**src/rtl/fpu_interco_pkg.sv**
```systemverilog
// Shared types and helpers for the FPU interconnect response path.
package fpu_interco_pkg;

  localparam int unsigned RESP_ID_W    = 9;
  localparam int unsigned RESP_DATA_W  = 32;
  localparam int unsigned RESP_FLAGS_W = 5;

  typedef struct packed {
    logic [RESP_DATA_W-1:0]  data;
    logic [RESP_FLAGS_W-1:0] flags;
    logic [RESP_ID_W-1:0]    id;
  } fpu_resp_t;

  // Credit counter must hold 0..depth inclusive.
  function automatic int unsigned credit_width(int unsigned depth);
    return $clog2(depth) + 1;
  endfunction

endpackage

```
**src/rtl/fpu_resp_buffer_if.sv**
```systemverilog
// Request/grant and response signals between interconnect, FPU wrapper and consumer.
interface fpu_resp_buffer_if #(
  parameter int unsigned ID_WIDTH        = fpu_interco_pkg::RESP_ID_W,
  parameter int unsigned DATA_WIDTH      = fpu_interco_pkg::RESP_DATA_W,
  parameter int unsigned FLAGS_OUT_WIDTH = fpu_interco_pkg::RESP_FLAGS_W,
  parameter int unsigned DEPTH           = 4
);
  localparam int unsigned CW = fpu_interco_pkg::credit_width(DEPTH);

  logic                       req_i;
  logic                       gnt_o;
  logic                       fpu_req_o;
  logic                       fpu_gnt_i;
  logic                       fpu_rvalid_i;
  logic [DATA_WIDTH-1:0]      fpu_rdata_i;
  logic [FLAGS_OUT_WIDTH-1:0] fpu_rflags_i;
  logic [ID_WIDTH-1:0]        fpu_rID_i;
  logic                       rvalid_o;
  logic                       rready_i;
  logic [DATA_WIDTH-1:0]      rdata_o;
  logic [FLAGS_OUT_WIDTH-1:0] rflags_o;
  logic [ID_WIDTH-1:0]        rID_o;
  logic [CW-1:0]              credits_o;
  logic                       overflow_o;

  modport slave (
    input  req_i, fpu_gnt_i, fpu_rvalid_i, fpu_rdata_i, fpu_rflags_i, fpu_rID_i, rready_i,
    output gnt_o, fpu_req_o, rvalid_o, rdata_o, rflags_o, rID_o, credits_o, overflow_o
  );

  modport master (
    output req_i, fpu_gnt_i, fpu_rvalid_i, fpu_rdata_i, fpu_rflags_i, fpu_rID_i, rready_i,
    input  gnt_o, fpu_req_o, rvalid_o, rdata_o, rflags_o, rID_o, credits_o, overflow_o
  );

endinterface

```
**src/rtl/fpu_resp_fifo.sv**
```systemverilog
// Circular response FIFO; a push while full without a pop is dropped and flagged.
module fpu_resp_fifo #(
  parameter int unsigned DEPTH = 4,
  parameter type entry_t = logic
) (
  input  logic   clk,
  input  logic   rst_n,
  input  logic   i_push,
  input  entry_t i_data,
  input  logic   i_pop,
  output entry_t o_head,
  output logic   o_empty,
  output logic   o_drop
);
  localparam int unsigned PW = $clog2(DEPTH);
  localparam int unsigned CW = PW + 1;

  entry_t        r_mem [DEPTH];
  logic [PW-1:0] r_wptr;
  logic [PW-1:0] r_rptr;
  logic [CW-1:0] r_count;
  logic          w_full;
  logic          w_wr;
  logic          w_rd;

  assign w_full  = (r_count == CW'(DEPTH));
  assign o_empty = (r_count == '0);
  // A pop frees the slot the same cycle, so pushing into a full FIFO is legal then.
  assign w_wr    = i_push & (~w_full | i_pop);
  assign w_rd    = i_pop & ~o_empty;
  assign o_drop  = i_push & w_full & ~i_pop;
  assign o_head  = r_mem[r_rptr];

  always_ff @(posedge clk) begin
    if (!rst_n) begin
      r_wptr  <= '0;
      r_rptr  <= '0;
      r_count <= '0;
    end else begin
      if (w_wr) r_wptr <= r_wptr + PW'(1);
      if (w_rd) r_rptr <= r_rptr + PW'(1);
      unique case ({w_wr, w_rd})
        2'b10:   r_count <= r_count + CW'(1);
        2'b01:   r_count <= r_count - CW'(1);
        default: r_count <= r_count;
      endcase
    end
  end

  always_ff @(posedge clk) begin
    if (w_wr) r_mem[r_wptr] <= i_data;
  end

endmodule

```
**src/rtl/fpu_resp_buffer.sv**
```systemverilog
// Credit-gated FPU request path with an in-order response buffer toward the consumer.
module fpu_resp_buffer
  import fpu_interco_pkg::*;
#(
  parameter int unsigned ID_WIDTH        = RESP_ID_W,
  parameter int unsigned DATA_WIDTH      = RESP_DATA_W,
  parameter int unsigned FLAGS_OUT_WIDTH = RESP_FLAGS_W,
  parameter int unsigned DEPTH           = 4
) (
  input logic                clk,
  input logic                rst_n,
  fpu_resp_buffer_if.slave   io_bus
);
  localparam int unsigned     CW          = credit_width(DEPTH);
  localparam logic [CW-1:0]   MAX_CREDITS = CW'(DEPTH);

  logic [CW-1:0] r_credits;
  logic          r_overflow;
  logic          w_credit_ok;
  logic          w_issue;
  logic          w_pop;
  logic          w_empty;
  logic          w_drop;
  fpu_resp_t     w_push_data;
  fpu_resp_t     w_head;

  assign w_credit_ok      = (r_credits != '0);
  assign io_bus.fpu_req_o = io_bus.req_i & w_credit_ok;
  assign io_bus.gnt_o     = io_bus.fpu_gnt_i & w_credit_ok;
  assign w_issue          = io_bus.req_i & io_bus.fpu_gnt_i & w_credit_ok;
  assign w_pop            = ~w_empty & io_bus.rready_i;

  assign w_push_data.data  = io_bus.fpu_rdata_i;
  assign w_push_data.flags = io_bus.fpu_rflags_i;
  assign w_push_data.id    = io_bus.fpu_rID_i;

  fpu_resp_fifo #(
    .DEPTH   (DEPTH),
    .entry_t (fpu_resp_t)
  ) u_fifo (
    .clk     (clk),
    .rst_n   (rst_n),
    .i_push  (io_bus.fpu_rvalid_i),
    .i_data  (w_push_data),
    .i_pop   (w_pop),
    .o_head  (w_head),
    .o_empty (w_empty),
    .o_drop  (w_drop)
  );

  // A pop at full credits means the consumer returned more than was issued.
  always_ff @(posedge clk) begin
    if (!rst_n) begin
      r_credits  <= MAX_CREDITS;
      r_overflow <= 1'b0;
    end else begin
      if (w_issue && !w_pop) begin
        r_credits <= r_credits - CW'(1);
      end else if (w_pop && !w_issue) begin
        if (r_credits == MAX_CREDITS) r_overflow <= 1'b1;
        else                          r_credits  <= r_credits + CW'(1);
      end
      if (w_drop) r_overflow <= 1'b1;
    end
  end

  assign io_bus.rvalid_o   = ~w_empty;
  assign io_bus.rdata_o    = w_head.data;
  assign io_bus.rflags_o   = w_head.flags;
  assign io_bus.rID_o      = w_head.id;
  assign io_bus.credits_o  = r_credits;
  assign io_bus.overflow_o = r_overflow;

endmodule

```
**src/flat_wrapper.sv**
```systemverilog
// flat-port wrapper written by rule: the top's interface ports become plain ports
module fpu_resp_buffer_flat import fpu_interco_pkg::*;
#(
  parameter int unsigned ID_WIDTH        = RESP_ID_W,
  parameter int unsigned DATA_WIDTH      = RESP_DATA_W,
  parameter int unsigned FLAGS_OUT_WIDTH = RESP_FLAGS_W,
  parameter int unsigned DEPTH           = 4
)
  (clk, rst_n, io_bus_req_i, io_bus_fpu_gnt_i, io_bus_fpu_rvalid_i, io_bus_fpu_rdata_i, io_bus_fpu_rflags_i, io_bus_fpu_rID_i, io_bus_rready_i, io_bus_gnt_o, io_bus_fpu_req_o, io_bus_rvalid_o, io_bus_rdata_o, io_bus_rflags_o, io_bus_rID_o, io_bus_credits_o, io_bus_overflow_o);
  fpu_resp_buffer_if #(.ID_WIDTH(ID_WIDTH), .DATA_WIDTH(DATA_WIDTH), .FLAGS_OUT_WIDTH(FLAGS_OUT_WIDTH), .DEPTH(DEPTH)) io_bus_i ();
  input logic clk;
  input logic rst_n;
  input wire logic [$bits(io_bus_i.req_i)-1:0] io_bus_req_i;
  input wire logic [$bits(io_bus_i.fpu_gnt_i)-1:0] io_bus_fpu_gnt_i;
  input wire logic [$bits(io_bus_i.fpu_rvalid_i)-1:0] io_bus_fpu_rvalid_i;
  input wire logic [$bits(io_bus_i.fpu_rdata_i)-1:0] io_bus_fpu_rdata_i;
  input wire logic [$bits(io_bus_i.fpu_rflags_i)-1:0] io_bus_fpu_rflags_i;
  input wire logic [$bits(io_bus_i.fpu_rID_i)-1:0] io_bus_fpu_rID_i;
  input wire logic [$bits(io_bus_i.rready_i)-1:0] io_bus_rready_i;
  output wire logic [$bits(io_bus_i.gnt_o)-1:0] io_bus_gnt_o;
  output wire logic [$bits(io_bus_i.fpu_req_o)-1:0] io_bus_fpu_req_o;
  output wire logic [$bits(io_bus_i.rvalid_o)-1:0] io_bus_rvalid_o;
  output wire logic [$bits(io_bus_i.rdata_o)-1:0] io_bus_rdata_o;
  output wire logic [$bits(io_bus_i.rflags_o)-1:0] io_bus_rflags_o;
  output wire logic [$bits(io_bus_i.rID_o)-1:0] io_bus_rID_o;
  output wire logic [$bits(io_bus_i.credits_o)-1:0] io_bus_credits_o;
  output wire logic [$bits(io_bus_i.overflow_o)-1:0] io_bus_overflow_o;
  assign io_bus_i.req_i = io_bus_req_i;
  assign io_bus_i.fpu_gnt_i = io_bus_fpu_gnt_i;
  assign io_bus_i.fpu_rvalid_i = io_bus_fpu_rvalid_i;
  assign io_bus_i.fpu_rdata_i = io_bus_fpu_rdata_i;
  assign io_bus_i.fpu_rflags_i = io_bus_fpu_rflags_i;
  assign io_bus_i.fpu_rID_i = io_bus_fpu_rID_i;
  assign io_bus_i.rready_i = io_bus_rready_i;
  assign io_bus_gnt_o = io_bus_i.gnt_o;
  assign io_bus_fpu_req_o = io_bus_i.fpu_req_o;
  assign io_bus_rvalid_o = io_bus_i.rvalid_o;
  assign io_bus_rdata_o = io_bus_i.rdata_o;
  assign io_bus_rflags_o = io_bus_i.rflags_o;
  assign io_bus_rID_o = io_bus_i.rID_o;
  assign io_bus_credits_o = io_bus_i.credits_o;
  assign io_bus_overflow_o = io_bus_i.overflow_o;
  fpu_resp_buffer #(.ID_WIDTH(ID_WIDTH), .DATA_WIDTH(DATA_WIDTH), .FLAGS_OUT_WIDTH(FLAGS_OUT_WIDTH), .DEPTH(DEPTH)) u_core (.clk(clk), .rst_n(rst_n), .io_bus(io_bus_i));
endmodule
```
**config.mk**
```make
export PLATFORM = sky130hd
export DESIGN_NAME = fpu_resp_buffer_flat
export DESIGN_NICKNAME = d
export VERILOG_FILES = /design/src/rtl/fpu_interco_pkg.sv /design/src/rtl/fpu_resp_buffer_if.sv /design/src/rtl/fpu_resp_fifo.sv /design/src/rtl/fpu_resp_buffer.sv /design/src/flat_wrapper.sv
export SDC_FILE = /design/constraint.sdc
export NUM_CORES = 1
export LEC_CHECK = 0
export ABC_AREA = 1
export BUFFER_PORTS_ARGS = -buffer_cell sky130_fd_sc_hd__buf_2
export CORE_AREA = 8 8 157 159
export CTS_CLUSTER_DIAMETER = 50
export DETAILED_ROUTE_END_ITERATION = 10
export DIE_AREA = 0 0 165 167
export SYNTH_ARGS = -nofsm -noshare
export SYNTH_HDL_FRONTEND = slang
export SYNTH_SLANG_ARGS = --single-unit
```
**constraint.sdc**
```tcl
create_clock -name clk -period 8.9 [get_ports clk]
set_input_delay 0.445 -clock clk [delete_from_list [all_inputs] [get_ports clk]]
set_output_delay 0.445 -clock clk [all_outputs]
set_load 0.02 [all_outputs]
```
==> flow_metrics.py <==
metrics = {
    "outcome": {
        "status": "finished clean",
    },
    "critical_path": {
        "cp_max_fo": 52,
        "cp.arrival_ns": 2.77,
        "worstSetupEndpointType": "primary output",
        "critical_path_class": "reg2out",
        "worstPathRequired_ns": 8.46,
        "start_kind": "flop",
    },
    "layout": {
        "layout-drive-gt1-share": 0.245,
        "fillers": 2087,
        "area_growth_pct": 17.3,
        "fin_nets": 717,
        "fin_cells": 952,
        "finish.instance_area_sq_um": 8980,
    },
    "sta": {
        "setup_tns_ns": 0,
        "post-route-period-util": 0.361,
        "min_period_ns": 3.21,
        "layout_setup_ws_ns": 5.69,
        "drv_slew": 0,
        "tightestPinTransition_ns": 0.942,
        "slew_headroom": 0.372,
        "rsz0062_at_grt": "no",
        "whs_ns": 0.236,
        "max_freq_ghz": 0.311,
        "hold_viol_final": 0,
        "fin_skew_ns": 0.0117,
        "setup_violations": 0,
    },
    "global_routing": {
        "grt_antenna_before_repair": 4,
        "grt_use_total": 0.118,
        "grt_first_pass_wirelength_mm": 24.9,
        "grt_max_degree": 55,
        "gr-total-overflow": 0,
        "grt_pass1_vias": 4552,
    },
    "logic_synthesis": {
        "ys_types": 25,
        "avgSynthCellArea_sq_um": 13.7,
        "synth-seq-cells": 197,
        "syn_inst": 557,
        "yosysSeqAreaShare": 0.755,
        "syn-num-nets": 617,
        "ys_warn_count": 0,
        "syn_area_sq_um": 7660,
    },
    "die": {
        "ios": 105,
        "rows": 55,
        "die-area_sq_um": 27600,
        "initial_utilization": 0.345,
        "die_h_microns": 167,
        "fp.coreArea_sq_um": 22200,
        "die_w_microns": 165,
    },
    "place": {
        "pre_cts_ws_ns": 6.03,
        "numPortBuffers": 104,
        "dp_hpwl_mm": 9.41,
        "dpl.cell_count": 923,
        "post_dp_cell_area_sq_um": 8420,
        "gp_congestion": 0.723,
    },
    "pwr": {
        "p_per_area_nw_per_um2": 281,
        "power.leakage_nw": 3.21,
        "ir_drop_mv": 0.107,
    },
    "clock_tree": {
        "clk_path_buf_depth": 2,
        "cts-root-buf": "clkbuf_16",
        "cts_hold_buffers": 0,
        "cts-resized-gates": 0,
        "clkSlewWorstSetupHoldPaths_ns": 0.06,
        "cts_tree": "built",
        "cts_max_level": 4,
        "cts_buffers": 17,
        "clock_latency_ns": 0.42,
        "cts_setup_buffers": 0,
        "cts.sinks": 197,
    },
    "route": {
        "ant_nets": 0,
        "wl_mm": 16.1,
        "drt-vias-per-instance": 4.84,
        "drcViolationCount": 0,
        "wl_per_cell_microns": 16.9,
        "drt_iter0_markers": 270,
        "num_vias": 4609,
        "first_pass_iters": 4,
    },
    "run": {
        "cap_viol_max_count": 0,
    },
    "worst_hold_path": {
        "min_path_type": "in2reg",
    },
}
per-stage QoR:
step                utilization  total power [mW]
detailed placement        0.379              1.81
CTS                       0.404              2.55
floorplan                     -              1.60
global placement          0.379              1.80
global route              0.404              2.65
finish                    0.404              2.52
power by group:
part	internal, mW	total, mW	switching [mW]
Combinational	0.196	0.638	0.442
Clock	0.436	0.748	0.312
Sequential	1.09	1.14	0.0497
Total	1.72	2.52	0.803
cell usage in the layout (no fill, tap or decap), types with 2 or more instances in the layout:
| cell | instances |
|---|---|
| clkinv_1 | 2 |
| a21oi_1 | 12 |
| o21ai_2 | 4 |
| o22ai_2 | 6 |
| clkbuf_16 | 17 |
| nand3_1 | 10 |
| nand2_1 | 22 |
| fa_1 | 2 |
| o22ai_1 | 40 |
| clkinvlp_4 | 2 |
| nor2_2 | 7 |
| nor2_4 | 4 |
| bufinv_16 | 3 |
| buf_4 | 6 |
| inv_2 | 4 |
| inv_1 | 26 |
| o21ai_1 | 31 |
| o21ai_0 | 61 |
| buf_2 | 104 |
| nor2_1 | 91 |
| dfxtp_1 | 11 |
| edfxtp_1 | 184 |
| clkbuf_1 | 2 |
| ha_1 | 6 |
cells by family after synthesis:
family,count (synthesis),share of synthesized area
xor gates and xnor gates,1,0.00114
AOI/OAI and AO/OA,154,0.115
adders and majority gates,8,0.0150
and+or+nand+nor,137,0.0719
buffers and inverters,60,0.0415
DFF,197,0.755
synthesized netlist by cell type:
cell | n | share of area
edfxtp_1 | 184 | 0.72
nor2_1 | 95 | 0.047
o21ai_0 | 61 | 0.040
o22ai_1 | 40 | 0.033
o21ai_1 | 31 | 0.020
inv_1 | 27 | 0.013
nand2_1 | 22 | 0.011
dfxtp_1 | 13 | 0.034
a21oi_1 | 12 | 0.0078
clkbuf_1 | 10 | 0.0049
nand3_1 | 10 | 0.0065
buf_6 | 9 | 0.013
buf_2 | 8 | 0.0052
nor2_2 | 7 | 0.0057
ha_1 | 6 | 0.0098
o22ai_2 | 6 | 0.0098
inv_2 | 4 | 0.0020
o21ai_2 | 4 | 0.0046
fa_1 | 2 | 0.0052
buf_4 | 1 | 0.00098
buf_8 | 1 | 0.0020
nand2_2 | 1 | 0.00082
nand4_1 | 1 | 0.00082
nor3_1 | 1 | 0.00065
xor2_1 | 1 | 0.0011
area by class of cell:
class	count	area (sq um)	share of cell area
Inverter	31	118	0.0131
Clock inverter	9	133	0.0148
Sequential cell	197	5790	0.645
Antenna cell	1	2.50	0.000279
Multi-Input combinational cell	300	1590	0.176
Tap cell	285	357	0.0397
Clock buffer	19	433	0.0482
Timing Repair Buffer	110	566	0.0630
worst max-delay path: stages (launching register included):
cell	delay, ns
dfxtp_4	0.60
clkinv_2	0.60
buf_4	0.53
o21ai_1	0.21
o22ai_1	0.15
buf_2	0.19
sequential cells by signal, indices dropped and copies added (netlist names), named ones only:
| name | flops |
|---|---|
| u_core.u_fifo.r_wptr | 2 |
| u_core.io_bus.overflow_o | 1 |
| u_core.u_fifo.r_rptr | 2 |
| u_core.u_fifo.r_mem | 184 |
| u_core.u_fifo.r_count | 3 |
| u_core.io_bus.credits_o | 3 |
metal layers:
metal	GRT usage	share of wire	vias to the layer above	routed length (microns)
met4	0.0282	0.010	8	164
met2	0.183	0.46	105	7400
met3	0.0530	0.085	24	1370
met5	0	0.0025	-	41
li1	-	-	2236	-
met1	0.146	0.44	2236	7140
worst paths after layout:
path	start	endpoint	slack (ns)	cells past startpoint
min	io_bus_fpu_rdata_i[10]	u_core.u_fifo.r_mem[1][24]	0.24	1
max reg2reg	u_core.u_fifo.r_count[0]	u_core.u_fifo.r_count[2]	6.82	10
min reg2reg	u_core.u_fifo.r_count[2]	u_core.u_fifo.r_count[2]	0.49	2
max	flop	io_bus_rdata_o[8]	5.69	5
No activity file was read; power rests on OpenSTA's default activity.
